--- src/rtl/seg_message_sequencer.sv ---
// -----------------------------------------------------------------------------
// seg_message_sequencer
//
// Stores a short message of 6-bit character codes and plays it back one entry
// at a time, each entry held on the output for DIV clock cycles, looping
// forever while play is high. The output feeds a 7-segment character decoder.
// When nothing is playing the IDLE_CODE is driven so the decoder shows a dash.
//
// States:
//   IDLE : not playing; writes allowed; code = IDLE_CODE
//   SHOW : playing; divider counts, idx advances; writes ignored
//   HOLD : paused; idx and divider frozen; writes allowed (extend the message)
//
// Ports:
//   clk_2      in   single clock, rising edge
//   reset_n    in   asynchronous active-low reset
//   wr_en      in   append wr_data to the message (IDLE or HOLD, not full)
//   wr_data    in   6-bit character code, stored without range check
//   clear      in   empty the message and return to IDLE (highest priority)
//   play       in   level: 1 = run, 0 = pause
//   code       out  current code for the decoder (combinational)
//   code_valid out  high in SHOW or HOLD (combinational)
//   idx        out  index of the entry being shown
//   count      out  number of stored entries
//   full       out  count == DEPTH (combinational)
//   wrap       out  registered one-cycle pulse when idx returns to 0
//
// DEPTH must be at least 2 so idx has a non-zero width.
// -----------------------------------------------------------------------------
module seg_message_sequencer #(
    parameter int         DEPTH     = 8,
    parameter int         DIV       = 4,
    parameter logic [5:0] IDLE_CODE = 6'd63
) (
    input  logic                       clk_2,
    input  logic                       reset_n,
    input  logic                       wr_en,
    input  logic [5:0]                 wr_data,
    input  logic                       clear,
    input  logic                       play,
    output logic [5:0]                 code,
    output logic                       code_valid,
    output logic [$clog2(DEPTH)-1:0]   idx,
    output logic [$clog2(DEPTH):0]     count,
    output logic                       full,
    output logic                       wrap
);

    localparam int IW = $clog2(DEPTH);
    localparam int CW = IW + 1;
    localparam int DW = $clog2(DIV);

    typedef enum logic [1:0] {
        ST_IDLE = 2'd0,
        ST_SHOW = 2'd1,
        ST_HOLD = 2'd2
    } state_t;

    state_t          state;
    logic [DW-1:0]   div_cnt;
    logic [5:0]      msg_mem [DEPTH];

    logic            wr_accept;
    logic            div_last;
    logic            idx_last;

    // Writes are refused while playing so the entry being shown never changes
    // underneath the display; clear wins over everything.
    assign wr_accept = wr_en && !full && !clear && (state != ST_SHOW);
    assign div_last  = (div_cnt == DW'(DIV - 1));
    assign idx_last  = ({1'b0, idx} == (count - CW'(1)));

    assign full       = (count == CW'(DEPTH));
    assign code_valid = (state != ST_IDLE);
    assign code       = (state == ST_IDLE) ? IDLE_CODE : msg_mem[idx];

    // NOTE: the message storage has no reset; count alone decides which
    // entries are valid, so resetting the array would only cost logic.
    always_ff @(posedge clk_2) begin
        if (wr_accept) begin
            msg_mem[count[IW-1:0]] <= wr_data;
        end
    end

    // NOTE: all sequential state uses non-blocking assignments so every
    // register samples the pre-edge values of the others.
    always_ff @(posedge clk_2 or negedge reset_n) begin
        if (!reset_n) begin
            state   <= ST_IDLE;
            count   <= '0;
            idx     <= '0;
            div_cnt <= '0;
            wrap    <= 1'b0;
        end else begin
            wrap <= 1'b0;
            if (clear) begin
                state   <= ST_IDLE;
                count   <= '0;
                idx     <= '0;
                div_cnt <= '0;
            end else begin
                if (wr_accept) begin
                    count <= count + CW'(1);
                end
                case (state)
                    ST_IDLE: begin
                        if (play && (count != '0)) begin
                            state   <= ST_SHOW;
                            idx     <= '0;
                            div_cnt <= '0;
                        end
                    end
                    ST_SHOW, ST_HOLD: begin
                        // A cycle with play high always counts toward the
                        // current entry, including the one that leaves HOLD,
                        // so an entry gets DIV play-high cycles in total no
                        // matter where a pause fell.
                        if (play) begin
                            state <= ST_SHOW;
                            if (div_last) begin
                                div_cnt <= '0;
                                idx     <= idx_last ? '0 : idx + IW'(1);
                                wrap    <= idx_last;
                            end else begin
                                div_cnt <= div_cnt + DW'(1);
                            end
                        end else begin
                            state <= ST_HOLD;
                        end
                    end
                    default: begin
                        state <= ST_IDLE;
                    end
                endcase
            end
        end
    end

endmodule

--- config.mk ---
export PLATFORM = sky130hd
export DESIGN_NAME = seg_message_sequencer
export DESIGN_NICKNAME = d
export VERILOG_FILES = /design/src/rtl/seg_message_sequencer.sv
export SDC_FILE = /design/constraint.sdc
export NUM_CORES = 1
export LEC_CHECK = 0
export ABC_AREA = 1
export BUFFER_PORTS_ARGS = -buffer_cell sky130_fd_sc_hd__buf_2
export CELL_PAD_IN_SITES_DETAIL_PLACEMENT = 0
export CELL_PAD_IN_SITES_GLOBAL_PLACEMENT = 2
export CORE_UTILIZATION = 37
export DETAILED_ROUTE_END_ITERATION = 10
export PLACE_DENSITY_LB_ADDON = 0.15
export SYNTH_ARGS = -nofsm -noshare
export SYNTH_HDL_FRONTEND = slang
export SYNTH_SLANG_ARGS = --single-unit
--- constraint.sdc ---
create_clock -name clk_2 -period 4.4 [get_ports clk_2]
set_input_delay 0.22 -clock clk_2 [delete_from_list [all_inputs] [get_ports clk_2]]
set_output_delay 0.22 -clock clk_2 [all_outputs]
set_load 0.03 [all_outputs]
==> results by group, run 1 <==
Timing
  • Fin crit share: 50.20%
  • Hold Slack: 181.1 ps
  • RSZ-0062 raised after global routing: no
  • Peak Freq: 452.7 MHz
  • Tightest Pin Transition: 699.2 ps
  • Min cycle time layout: 2209 ps
  • Final setup vio count: 0
  • Final hold vios: 0
  • Headroom to the max-slew limit: 53.22%
  • Slew Limit Fails: 0
  • TNS Setup: 0 ps
  • Clock Skew: 9.599 ps

Power and ir drop
  • Leakage power: 1.298 nW
  • Worst VDD drop: 0.0002209 V
  • Clock power frac: 31.4%
  • Sw frac: 35.79%
  • Register share of total power: 39.3%
  • Sw Pwr: 616.3 uW
  • Pwr Density: 532.9 nW/um^2
  • Total internal power: 1.106 mW
  • Comb pwr share: 29.3%

Critical path
  • Critical setup path kind: reg -> out
  • Arrival @ worst endpoint: 1990 ps
  • CP max-delay cell: dfrtp_1
  • Critical Path Source Type: flop
  • FF-to-FF path depth: 7
  • Worst Setup End Kind: primary output
  • Crit path cell chain: inv_2 > nand3_1 > nand3_1 > nand3_1 > buf_2
  • Most frequent CP cell: nand3_1
  • Crit-path max FO: 17
  • Critical Path RT: 4180 ps
  • Largest stage delay on the critical path: 760 ps

Route
  • Detailed Route Iter0 Violations: 98
  • WL/cell: 15.77 microns
  • Vias per inst: 4.854
  • First drt pass iteration count: 4
  • DRC violations left: 0
  • WL final: 6356 microns
  • Post-route antenna net violation count: 0
  • Routed via count: 1,956

CTS
  • CTS tree: yes
  • CTS Sinks: 60
  • CTS resizes: 0
  • Clock transition at the registers of the reported paths: 70 ps
  • Total CTS buffers: 9
  • Worst skew pair latency: 340 ps
  • Clock Tree Root: clkbuf_8
  • Clock buffer depth: 2
  • Htree depth: 3

Die
  • Area of the die: 7927 sq um
  • Core Region: 7292 sq um
  • IO Pins: 27
  • Die width: 89.04 microns
  • Rows: 31
  • Initial Util: 38.44%
  • Die Ht: 89.04 microns

Yosys
  • Largest area contributor in the netlist: edfxtp_1
  • Post-synthesis sequential area ratio: 62.14%
  • Yosys warning total: 0
  • Cell variety after synth: 27
  • Synthesized area: 2803 sq um
  • Top area cells in the synthesized netlist: edfxtp_1, dfrtp_1, nand2_1, nand3_1, ha_1
  • Mapped Nets: 287
  • Gate count of the mapped netlist: 269
  • Seq cells post-synth: 60
  • Mean Syn Cell Area: 10.42 sq um
  • Top-area cell type share of the netlist area: 51.43%

Global route
  • First-pass GRT wire length: 9839 microns
  • Number of global-route vias before repair: 1,745
  • Global Route Usage Sum: 17.93%
  • GRT Residual Overflow: 0
  • Largest net degree at the start of global routing: 30
  • Initial antenna violation count: 0

Place
  • Routability cong.: 0.7856
  • Detail Placement HPWL: 4378 microns
  • Port bufs: 26

Finish
  • Nets@finish: 317
  • Filler cells: 736
  • Number of antenna repair diodes: 0
  • Share of cells above drive strength 1: 21.71%
  • Register area: 1742 sq um
  • Area Overhead vs Synth: 15.31%
  • Multi-input gate area: 928.4 sq um

Hold path
  • Min-Delay Path Class: in -> reg
  • Hold depth: 1

Outcome
  • Status: finished clean

Run
  • Max Cap Violations: 0
[flip-flops by register name (all words and copies together) (netlist names)]
register,cells
idx,3
count,4
div_cnt,2
wrap,1
msg_mem,48
state,2
[routing by layer]
layer / track usage [%] / vias to the layer above / wire, microns
met5: 0 / - / 0
met4: 8.947 / 0 / 155
met3: 4.155 / 14 / 280
met2: 22.73 / 53 / 2544
met1: 28.05 / 905 / 3376
li1: - / 984 / -
[power groups by stage]
stage | combinational (mW) | clock (mW) | sequential [mW]
CTS | 0.510 | 0.553 | 0.676
global placement | 0.512 | 0 | 0.688
detailed placement | 0.507 | 0 | 0.689
finish | 0.505 | 0.540 | 0.677
floorplan | 0.360 | 0 | 0.700
global route | 0.566 | 0.577 | 0.681
[through the flow]
| stage | utilization (%) | setup slack (ps) | area [sq um] | instances | power (mW) |
|---|---|---|---|---|---|
| finish | 44.32 | 2191 | 3232 | 403 | 1.722 |
| detailed placement | 41.21 | 2248 | 3005 | 386 | 1.195 |
| global route | 44.32 | 1999 | 3232 | 403 | 1.823 |
| floorplan | - | 2360 | 2803 | 269 | 1.060 |
| CTS | 44.32 | 2149 | 3232 | 403 | 1.740 |
| global placement | 41.21 | 2304 | 3005 | 386 | 1.200 |
[synth_stat cells]
cell type and n:
a21oi_1 2, buf_2 5, buf_4 3, buf_6 1
dfrtp_1 12, edfxtp_1 48, ha_1 7, inv_1 12
inv_2 6, inv_4 1, nand2_1 78, nand2_2 5
nand2_4 2, nand3_1 51, nand3_2 2, nand3b_1 1
nand4_1 2, nand4_4 1, nor2_1 13, nor2_2 3
nor2_4 1, nor3_2 2, o21ai_0 5, o21ai_1 1
o21ai_2 1, o22ai_1 2, xnor2_1 2
[area by class of cell]
class	instances	share of cell area [%]
Sequential cell	60	53.89
Clock inverter	6	2.749
Clock buffer	10	3.949
Inverter	19	2.284
Tap cell	99	3.833
Multi-Input combinational cell	181	28.73
Timing Repair Buffer	28	4.568
[placed cells by master (no fill, tap or decap), types with 3 or more instances in the layout]
cell type and instances:
clkbuf_8 9, ha_1 7, dfrtp_1 12, edfxtp_1 48, nand3_1 51, nand2_2 5, nor2_2 3, nor2_1 13
nand2_1 78, o21ai_0 5, buf_2 26, inv_1 12, inv_2 6
[worst paths after layout]
path,endpoint,from,slack [ps]
min in group asynchronous,div_cnt[1],reset_n,300
worst min register to register,div_cnt[1],div_cnt[1],500
worst min-delay path,msg_mem[0][5],wr_data[5],180
worst max register to register,msg_mem[6][5],count[1],2240
worst max-delay path,code[5],idx[1],2190
max in group asynchronous,count[3],reset_n,3860
[worst max-delay path: cells and delay by family, from the launching register on]
kind	cells	cell delay [ps]
simple gates	3	410
flops	1	760
buf+inv	2	470
[cell families after synthesis]
family,after synthesis,synth area share (%)
AND/OR/NAND/NOR,161,27.19
flip-flops,60,62.14
XOR/XNOR,2,0.6251
buffers and inverters,28,4.732
adder cells (fa/ha/maj),7,3.125
AO/OA/AOI/OAI,11,2.187
[what timing repair did]
action,in CTS,in global routing
hold endpoints to repair,12,0
setup endpoints to repair,0,0
hold buffers,1,0
buffers inserted,0,0
Note: power is estimated with default switching activity, not from simulation.
==> run 2: changes to the inputs <==
- CORE_UTILIZATION: 37 -> 34
- clock period: 4.4 -> 2 ns (I/O delays scaled with it)
==> results by group, run 2 (synthesis results as in run 1) <==
Critical path
  • Arrival @ worst endpoint: 1700 ps
  • Worst Setup End Kind: primary output
  • CP max-delay cell: dfrtp_1
  • CP delay by family, top: buffers and inverters
  • Most frequent CP cell: nand3_1
  • Crit-path max FO: 29
  • Crit path cell chain: buf_4 > nand2_1 > nand3_1 > nand3_1 > nand3_1 > buf_2
  • Largest stage delay on the critical path: 390 ps
  • Worst R2R Setup Slack: 210 ps
  • Critical Path RT: 1900 ps
  • Critical setup path kind: reg -> out
  • Critical Path Source Type: flop
  • Critical path buffers and inverters: 2

Route
  • DRC violations left: 0
  • First drt pass iteration count: 4
  • Routed via count: 1,961
  • Post-route antenna net violation count: 0
  • WL final: 6538 microns
  • Detailed Route Iter0 Violations: 158
  • WL/cell: 15.68 microns
  • Vias per inst: 4.703

Place
  • Port bufs: 26
  • Routability cong.: 0.7548
  • Pre-CTS setup slack: 221.7 ps
  • Placed cell count: 400
  • Detail Placement HPWL: 4560 microns

Finish
  • Share of cells above drive strength 1: 25.40%
  • Nets@finish: 328
  • Max reg flops: 48
  • Most frequent cells in the layout: nand2_1, nand3_1, edfxtp_1
  • Number of antenna repair diodes: 0
  • Most common cell after layout, fill and taps aside: nand2_1
  • Finished Core Util: 42.46%
  • Final Non-Filler Cells: 417
  • Area Overhead vs Synth: 18.88%

Global route
  • Global Route Usage Sum: 17.04%
  • Number of global-route vias before repair: 1,888
  • Largest net degree at the start of global routing: 30
  • First-pass GRT wire length: 10,520 microns
  • Initial antenna violation count: 0
  • GRT Residual Overflow: 0

Timing
  • Tightest Pin Transition: 444.4 ps
  • Slew Limit Fails: 0
  • TNS Setup: 0 ps
  • Final setup vio count: 0
  • Final hold vios: 0
  • Min cycle time layout: 1805 ps
  • Peak Freq: 554.1 MHz
  • Fin crit share: 90.24%
  • Headroom to the max-slew limit: 70.38%
  • Worst setup margin: 195.2 ps
  • RSZ-0062 raised after global routing: no
  • Clock Skew: 7.219 ps

Die
  • Die Ht: 92.79 microns
  • Die width: 92.79 microns
  • Area of the die: 8610 sq um
  • IO Pins: 27
  • Core Region: 7848 sq um
  • Initial Util: 35.71%
  • Rows: 32

CTS
  • CTS tree: yes
  • Clock transition at the registers of the reported paths: 70 ps
  • Post-CTS setup buffers: 0
  • Clock Tree Root: clkbuf_8
  • Htree depth: 3
  • Clock buffer depth: 2
  • CTS Sinks: 60
  • Total CTS buffers: 9
  • Worst skew pair latency: 340 ps

Power and ir drop
  • Comb pwr share: 29.3%
  • Sw Pwr: 1.344 mW
  • Sw frac: 35.34%
  • Register share of total power: 38.7%
  • Pwr Density: 1141 nW/um^2
  • Worst VDD drop: 0.0005323 V
  • Total internal power: 2.459 mW
  • Clock power frac: 31.9%
  • Leakage power: 1.359 nW
  • Total power draw: 3.802 mW

Outcome
  • Status: finished clean

Run
  • Max Cap Violations: 0

Hold path
  • Min-Delay Path Class: in -> reg
run 2: cell count changes in the layout (fill, tap and decap cells not counted), sizes merged:
cell	change
buf	+11
clkinv	+1
clkbuf	-1
run 2: path summary, 6_finish.rpt:
path                                 start             to  cells past startpoint
worst max-delay path                idx[0]        code[0]                      6
worst min-delay path                  play           wrap                      3
worst max register to register    count[0]  msg_mem[1][0]                      8
worst min register to register  div_cnt[1]     div_cnt[1]                      2
max in group asynchronous          reset_n       count[1]                      2
min in group asynchronous          reset_n       state[1]                      2
run 2: timing repair:
action                                  in CTS  in global routing
resized for setup                            0                  2
endpoints found under the hold margin       12                  0
endpoints found under the setup margin       0                  1
hold buffers                                 1                  0
run 2: layer usage:
metal  routed length (microns)  GRT usage, %  vias up
li1                          -             -     1000
met1                      3233         24.12      914
met2                      2912         23.90       38
met3                       312         4.926        9
met4                        80         7.821        0
met5                         0             0        -
run 2: cell type report:
| type | count | area, sq um |
|---|---|---|
| Clock buffer | 9 | 123.9 |
| Clock inverter | 7 | 101.3 |
| Fill cell | 807 | 4516 |
| Inverter | 19 | 76.32 |
| Multi-Input combinational cell | 181 | 928.4 |
| Sequential cell | 60 | 1744 |
| Tap cell | 102 | 127.6 |
| Timing Repair Buffer | 39 | 230.2 |
run 2: worst reg2reg max path, cell delays in order, from the launching register on:
cell	delay [ps]
dfrtp_2	440
inv_2	90
ha_1	260
nand3_2	120
nand4_4	130
inv_2	110
nand2_2	80
nor3_2	100
buf_4	170
run 2: power groups by stage:
stage	Sequential, mW	Clock, mW	Combinational [mW]
2_1_floorplan	1.54	0	0.793
3_3_place_gp	1.49	0	1.14
3_5_place_dp	1.50	0	1.13
4_1_cts	1.47	1.25	1.13
5_1_grt	1.48	1.30	1.27
6_report	1.47	1.21	1.12
run 2: metrics by stage:
stage / instance area, sq um / hold slack [ps]
2_1_floorplan: 2805 / -195.6
3_3_place_gp: 3094 / 10.07
3_5_place_dp: 3094 / 18.07
4_1_cts: 3329 / 45.20
5_1_grt: 3332 / 70.94
6_report: 3332 / 68.68
